===== config.mk =====
export PLATFORM = sky130hd
export DESIGN_NAME = cordic_iter_ctrl
export DESIGN_NICKNAME = d
export VERILOG_FILES = /design/src/rtl/cordic_iter_ctrl.sv
export SDC_FILE = /design/constraint.sdc
export NUM_CORES = 1
export LEC_CHECK = 0
export ABC_AREA = 1
export CAP_MARGIN = 20
export CELL_PAD_IN_SITES_DETAIL_PLACEMENT = 0
export CELL_PAD_IN_SITES_GLOBAL_PLACEMENT = 1
export CORE_MARGIN = 2
export CORE_UTILIZATION = 30
export CTS_CLUSTER_DIAMETER = 80
export DETAILED_ROUTE_END_ITERATION = 10
export GPL_ROUTABILITY_DRIVEN = 0
export PLACE_DENSITY = 0.71
export SLEW_MARGIN = 30
export SYNTH_ARGS = -nofsm -noshare
export SYNTH_HDL_FRONTEND = slang
export SYNTH_SLANG_ARGS = --single-unit

===== constraint.sdc =====
create_clock -name clk -period 3.5 [get_ports clk]
set_input_delay 0.875 -clock clk [delete_from_list [all_inputs] [get_ports clk]]
set_output_delay 0.875 -clock clk [all_outputs]
set_load 0.005 [all_outputs]

===== src/rtl/cordic_iter_ctrl.sv =====
// cordic_iter_ctrl: iteration sequencer and angle accumulator for the bit-serial CORDIC rotator.
// Optional CORDIC_EARLY_EXIT_EN: finish as soon as the residual angle reaches exactly zero.
module cordic_iter_ctrl #(
    parameter int N_ITER = 16,
    parameter int ZW     = 16
) (
    input  logic          clk,
    input  logic          rst,
    input  logic          go,
    input  logic [ZW-1:0] z0,
    input  logic          xdone,
    input  logic          ydone,
    output logic [4:0]    i,
    output logic          start,
    output logic          op,
    output logic [3:0]    selx,
    output logic [3:0]    sely,
    output logic [ZW-1:0] zreg,
    output logic          busy,
    output logic          done
);
    typedef enum logic [2:0] {IDLE, LOAD, ITER, UPDATE, DONE} state_t;
    state_t state, state_n;
    logic [4:0] i_n, bitcnt, bitcnt_n;
    logic [ZW-1:0] zreg_n, zupd, atan;
    logic [3:0] k, sel;
    logic last;

    function automatic logic [15:0] atan_rom(input logic [3:0] idx);
        case (idx)
            4'd0:    return 16'h3244;
            4'd1:    return 16'h1DAC;
            4'd2:    return 16'h0FAE;
            4'd3:    return 16'h07F5;
            4'd4:    return 16'h03FF;
            4'd15:   return 16'h0000;
            default: return 16'h4000 >> idx;
        endcase
    endfunction

    always_ff @(posedge clk) begin
        if (rst) begin
            state  <= IDLE;
            i      <= '0;
            zreg   <= '0;
            bitcnt <= '0;
        end else begin
            state  <= state_n;
            i      <= i_n;
            zreg   <= zreg_n;
            bitcnt <= bitcnt_n;
        end
    end

    always_comb begin
        k = 4'(i - 5'd1);
        atan = ZW'(atan_rom(k));
        zupd = zreg[ZW-1] ? zreg + atan : zreg - atan;
        // Partner register shifts right each cycle, so past bit 15 the tap rides the sign bit.
        sel = (6'(bitcnt) + 6'(k) <= 6'd15) ? k : 4'd15 - bitcnt[3:0];
`ifdef CORDIC_EARLY_EXIT_EN
        last = (i == 5'(N_ITER)) || (zupd == '0);
`else
        last = (i == 5'(N_ITER));
`endif
        start = (state == ITER);
        op = start & zreg[ZW-1];
        selx = (start && !bitcnt[4]) ? sel : 4'd0;
        sely = selx;
        busy = (state == LOAD) || (state == ITER) || (state == UPDATE);
        done = (state == DONE);
        state_n = state;
        i_n = i;
        zreg_n = zreg;
        bitcnt_n = bitcnt;
        case (state)
            IDLE: begin
                i_n = '0;
                bitcnt_n = '0;
                if (go) begin
                    state_n = LOAD;
                    zreg_n = z0;
                end
            end
            LOAD: begin
                state_n = ITER;
                i_n = 5'd1;
            end
            ITER: begin
                bitcnt_n = bitcnt[4] ? bitcnt : bitcnt + 5'd1;
                state_n = (xdone && ydone) ? UPDATE : ITER;
            end
            UPDATE: begin
                bitcnt_n = '0;
                zreg_n = zupd;
                state_n = last ? DONE : ITER;
                i_n = last ? i : i + 5'd1;
            end
            default: begin
                state_n = IDLE;
                i_n = '0;
            end
        endcase
    end
endmodule


==> run_results.csv <==
group,metric,value,unit
routing,vias,3532,
routing,first_pass_iters,4,
floorplan,die_h,102.8,um
clocking,cts_tree,"built",
placement,hpwl,7157,um
finish,antenna_cells,0,
floorplan,start_util,30.39,%
floorplan,rows,36,
grt,grt_max_degree,21,
logic_synthesis,syn_nets,510,
routing,drc_errors,0,
logic_synthesis,synth_top_family_by_area,"simple AND/OR/NAND/NOR gates",
placement,placed_cell_area,4146,um^2
finish,final_cell_mix,"buf_4, nand2_1, nor2_1, clkdlybuf4s50_1, inv_1",
timing,post-route-period-util,98.63,%
timing,rsz0062_at_grt,"true",
timing,final-setup-viol-count,0,
worst_setup_path,slowest_delay,0.34,ns
clocking,ctsHoldBuffers,0,
timing,hold_viol,0,
routing,wirelength,9815,um
logic_synthesis,synth_compound_area_share,19.69,%
min_path,hold_path_startpoint,"zreg[8]",
finish,syn2layout_area_growth,69.50,%
routing,via_per_inst,4.786,
timing,final.min_clock_period,3.452,ns
placement,numPortBuffers,53,
grt,antenna_found_initial,0,
min_path,hold_end,"zreg[8]",
worst_setup_path,end_kind,"primary output",
grt,grt_usage,18.01,%
floorplan,ios,54,
pwr,total_power,0.003172,W
grt,grt_pass1_vias,3338,
flow_run,maxCapViolCount,0,
clocking,clk_pin_slew,0.07,ns
timing,fmax,0.2897,GHz
worst_setup_path,r2r_cells,26,
worst_setup_path,crit_slowest_cell,"dfxtp_2",
clocking,clockBufferDepth,2,
floorplan,core,9639,um^2
timing,skew,0.008941,ns
placement,place_ws,-0.1853,ns
clocking,cts-root-buf,"clkbuf_8",
timing,setup_ws,0.04793,ns
worst_setup_path,worst-path-buf-inv,5,
worst_setup_path,cp-start-kind,"flip-flop",
routing,ant_nets,0,
logic_synthesis,synth_cells,458,
logic_synthesis,synth_xor_area_share,5.083,%
logic_synthesis,synth-simple-area-share,32.17,%
min_path,hold_path_depth,2,
timing,setup_tns,0,ns
finish,fillers,987,
logic_synthesis,synth_adder_area_share,13.75,%
logic_synthesis,ys_seq_area_share,19.82,%
worst_setup_path,critPathTopFamily,"simple AND/OR/NAND/NOR gates",
timing,drv_slew,0,
floorplan,die-area,10570,um^2
finish,mostFrequentLayoutCell,"buf_4",
clocking,htreeDepth,2,
routing,drt_iter0_markers,135,
timing,max_slew_margin,64.69,%
grt,grt.overflow.total,0,
worst_setup_path,reg2reg_slack,0.06,ns
worst_setup_path,path_max_fanout,7,
worst_setup_path,cp_cell_sequence,"buf_4 -> nor2_4 -> nand2_1 -> nand2_1 -> nand2_2 -> buf_4 -> ha_4 -> nand2_1 -> nor2_2 -> nand3_1 -> o21ai_2 -> nand2_2 -> inv_2 -> buf_4 -> o21ai_0 -> a21oi_1 -> buf_2",
finish,nets,657,
grt,grt_pass1_wl,15200,um
pwr,max-vdd-ir-drop,0.0002480,V
finish,drive_gt1_share,37.69,%
logic_synthesis,synth_ff_type,"dfxtp_1",
worst_setup_path,rr_startpoint,"i[0]",
worst_setup_path,r2r-end,"zreg[12]",
timing,worst_pin_slew,0.5284,ns
logic_synthesis,avgSynthCellArea,6.395,um^2
finish,final_area,4965,um^2
logic_synthesis,synth.mux.area_fraction,0,%
routing,wl_per_cell,13.30,um
logic_synthesis,yosys_warnings,0,
clocking,clkSinkCount,29,
min_path,hold_path_class,"reg -> reg",
logic_synthesis,synth_edf_count,0,
clocking,clkLatencyLatePin,0.28,ns
logic_synthesis,ys_ff_latch,29,
clocking,numCtsBuffers,5,
worst_setup_path,crit_required,2.62,ns
pwr,power.density,638.9,nW/um^2
outcome,outcome,"complete, no violations",
logic_synthesis,synthDistinctLibCells,39,
worst_setup_path,critPathKind,"reg -> out",
logic_synthesis,ys_async_sr_fraction,0,%
floorplan,dieWidth,102.8,um
pwr,p_leak,2.251,nW
worst_setup_path,crit_arrival,2.58,ns
logic_synthesis,synth_area,2929,um^2
[layer usage]
| metal | part of all wire [%] | track usage (%) | vias up |
|---|---|---|---|
| met5 | 0 | 0 | - |
| met2 | 51 | 33.03 | 72 |
| met3 | 3.5 | 2.712 | 15 |
| met1 | 43 | 22.38 | 1632 |
| met4 | 2.0 | 3.644 | 0 |
| li1 | - | - | 1813 |
[worst max-delay path by stage]
stage	endpoint	slack (ns)	depth (start not counted)	from
6_report	selx[3]	0.05	17	i[1]
4_1_cts	zreg[14]	-0.09	26	i[1]
3_5_place_dp	zreg[10]	-0.19	24	i[1]
3_3_place_gp	zreg[10]	-0.17	24	i[0]
2_1_floorplan	zreg[13]	0.01	26	i[0]
5_1_grt	zreg[13]	-0.23	27	i[1]
[through the flow]
step / cells / utilization (%) / hold WS [ns]
6_report: 738 / 51.51 / 0.4962
5_1_grt: 738 / 51.51 / 0.5328
4_1_cts: 728 / 47.62 / 0.5001
3_5_place_dp: 709 / 43.02 / 0.4835
3_3_place_gp: 709 / 43.02 / 0.4826
2_1_floorplan: 458 / - / 0.4740
[kinds of logic (layout without fill, tap and decap cells)]
family	count (synthesis)	after routing
DFF	29	29
xor gates and xnor gates	17	17
AOI/OAI and AO/OA	103	103
and+or+nand+nor	210	210
buffers and inverters	68	215
adders and majority gates	31	31
[state kept, by name, indices dropped and copies added, names as in the netlist]
register / cells
i: 5
bitcnt: 5
zreg: 16
state: 3
[tightest hold or removal path, cell delays in order, from the launching register on]
cell and delay [ns]:
dfxtp_1 0.33, nand2_1 0.07, a21oi_1 0.05
[synthesized netlist by cell type, drive strengths merged, types with 8 or more instances]
master | instances | area [um^2]
clkbuf | 8 | 30.03
nand3 | 30 | 155.1
ha | 29 | 362.9
o21ai | 35 | 182.7
nand2 | 101 | 414.1
nor3 | 9 | 56.31
nor2 | 61 | 256.5
a21oi | 46 | 230.2
dfxtp | 29 | 580.6
inv | 54 | 202.7
xor2 | 12 | 105.1
[repair_timing]
action                     CTS  global route
hold endpoints to repair     0             0
setup endpoints to repair   15            19
pin swaps                   27            41
setup buffers               12            11
gates resized for setup     78            75
[cell type report]
type                       instances  area, um^2  share of cell area, %
inverter                          55       206.4                  4.158
sequential                        29       584.3                  11.77
tap                              133       166.4                  3.352
clock buffer                       5       68.82                  1.386
clock inverter                     2       35.03                 0.7056
multi-input combinational        361        2638                  53.13
timing repair buffer             153        1266                  25.50
[power by group]
part | switching [W] | internal (W) | total, W
clock network | 0.000140 | 0.000207 | 0.000347
logic | 0.00122 | 0.00120 | 0.00243
registers | 0.0000368 | 0.000361 | 0.000398
No activity file was read; power rests on OpenSTA's default activity.
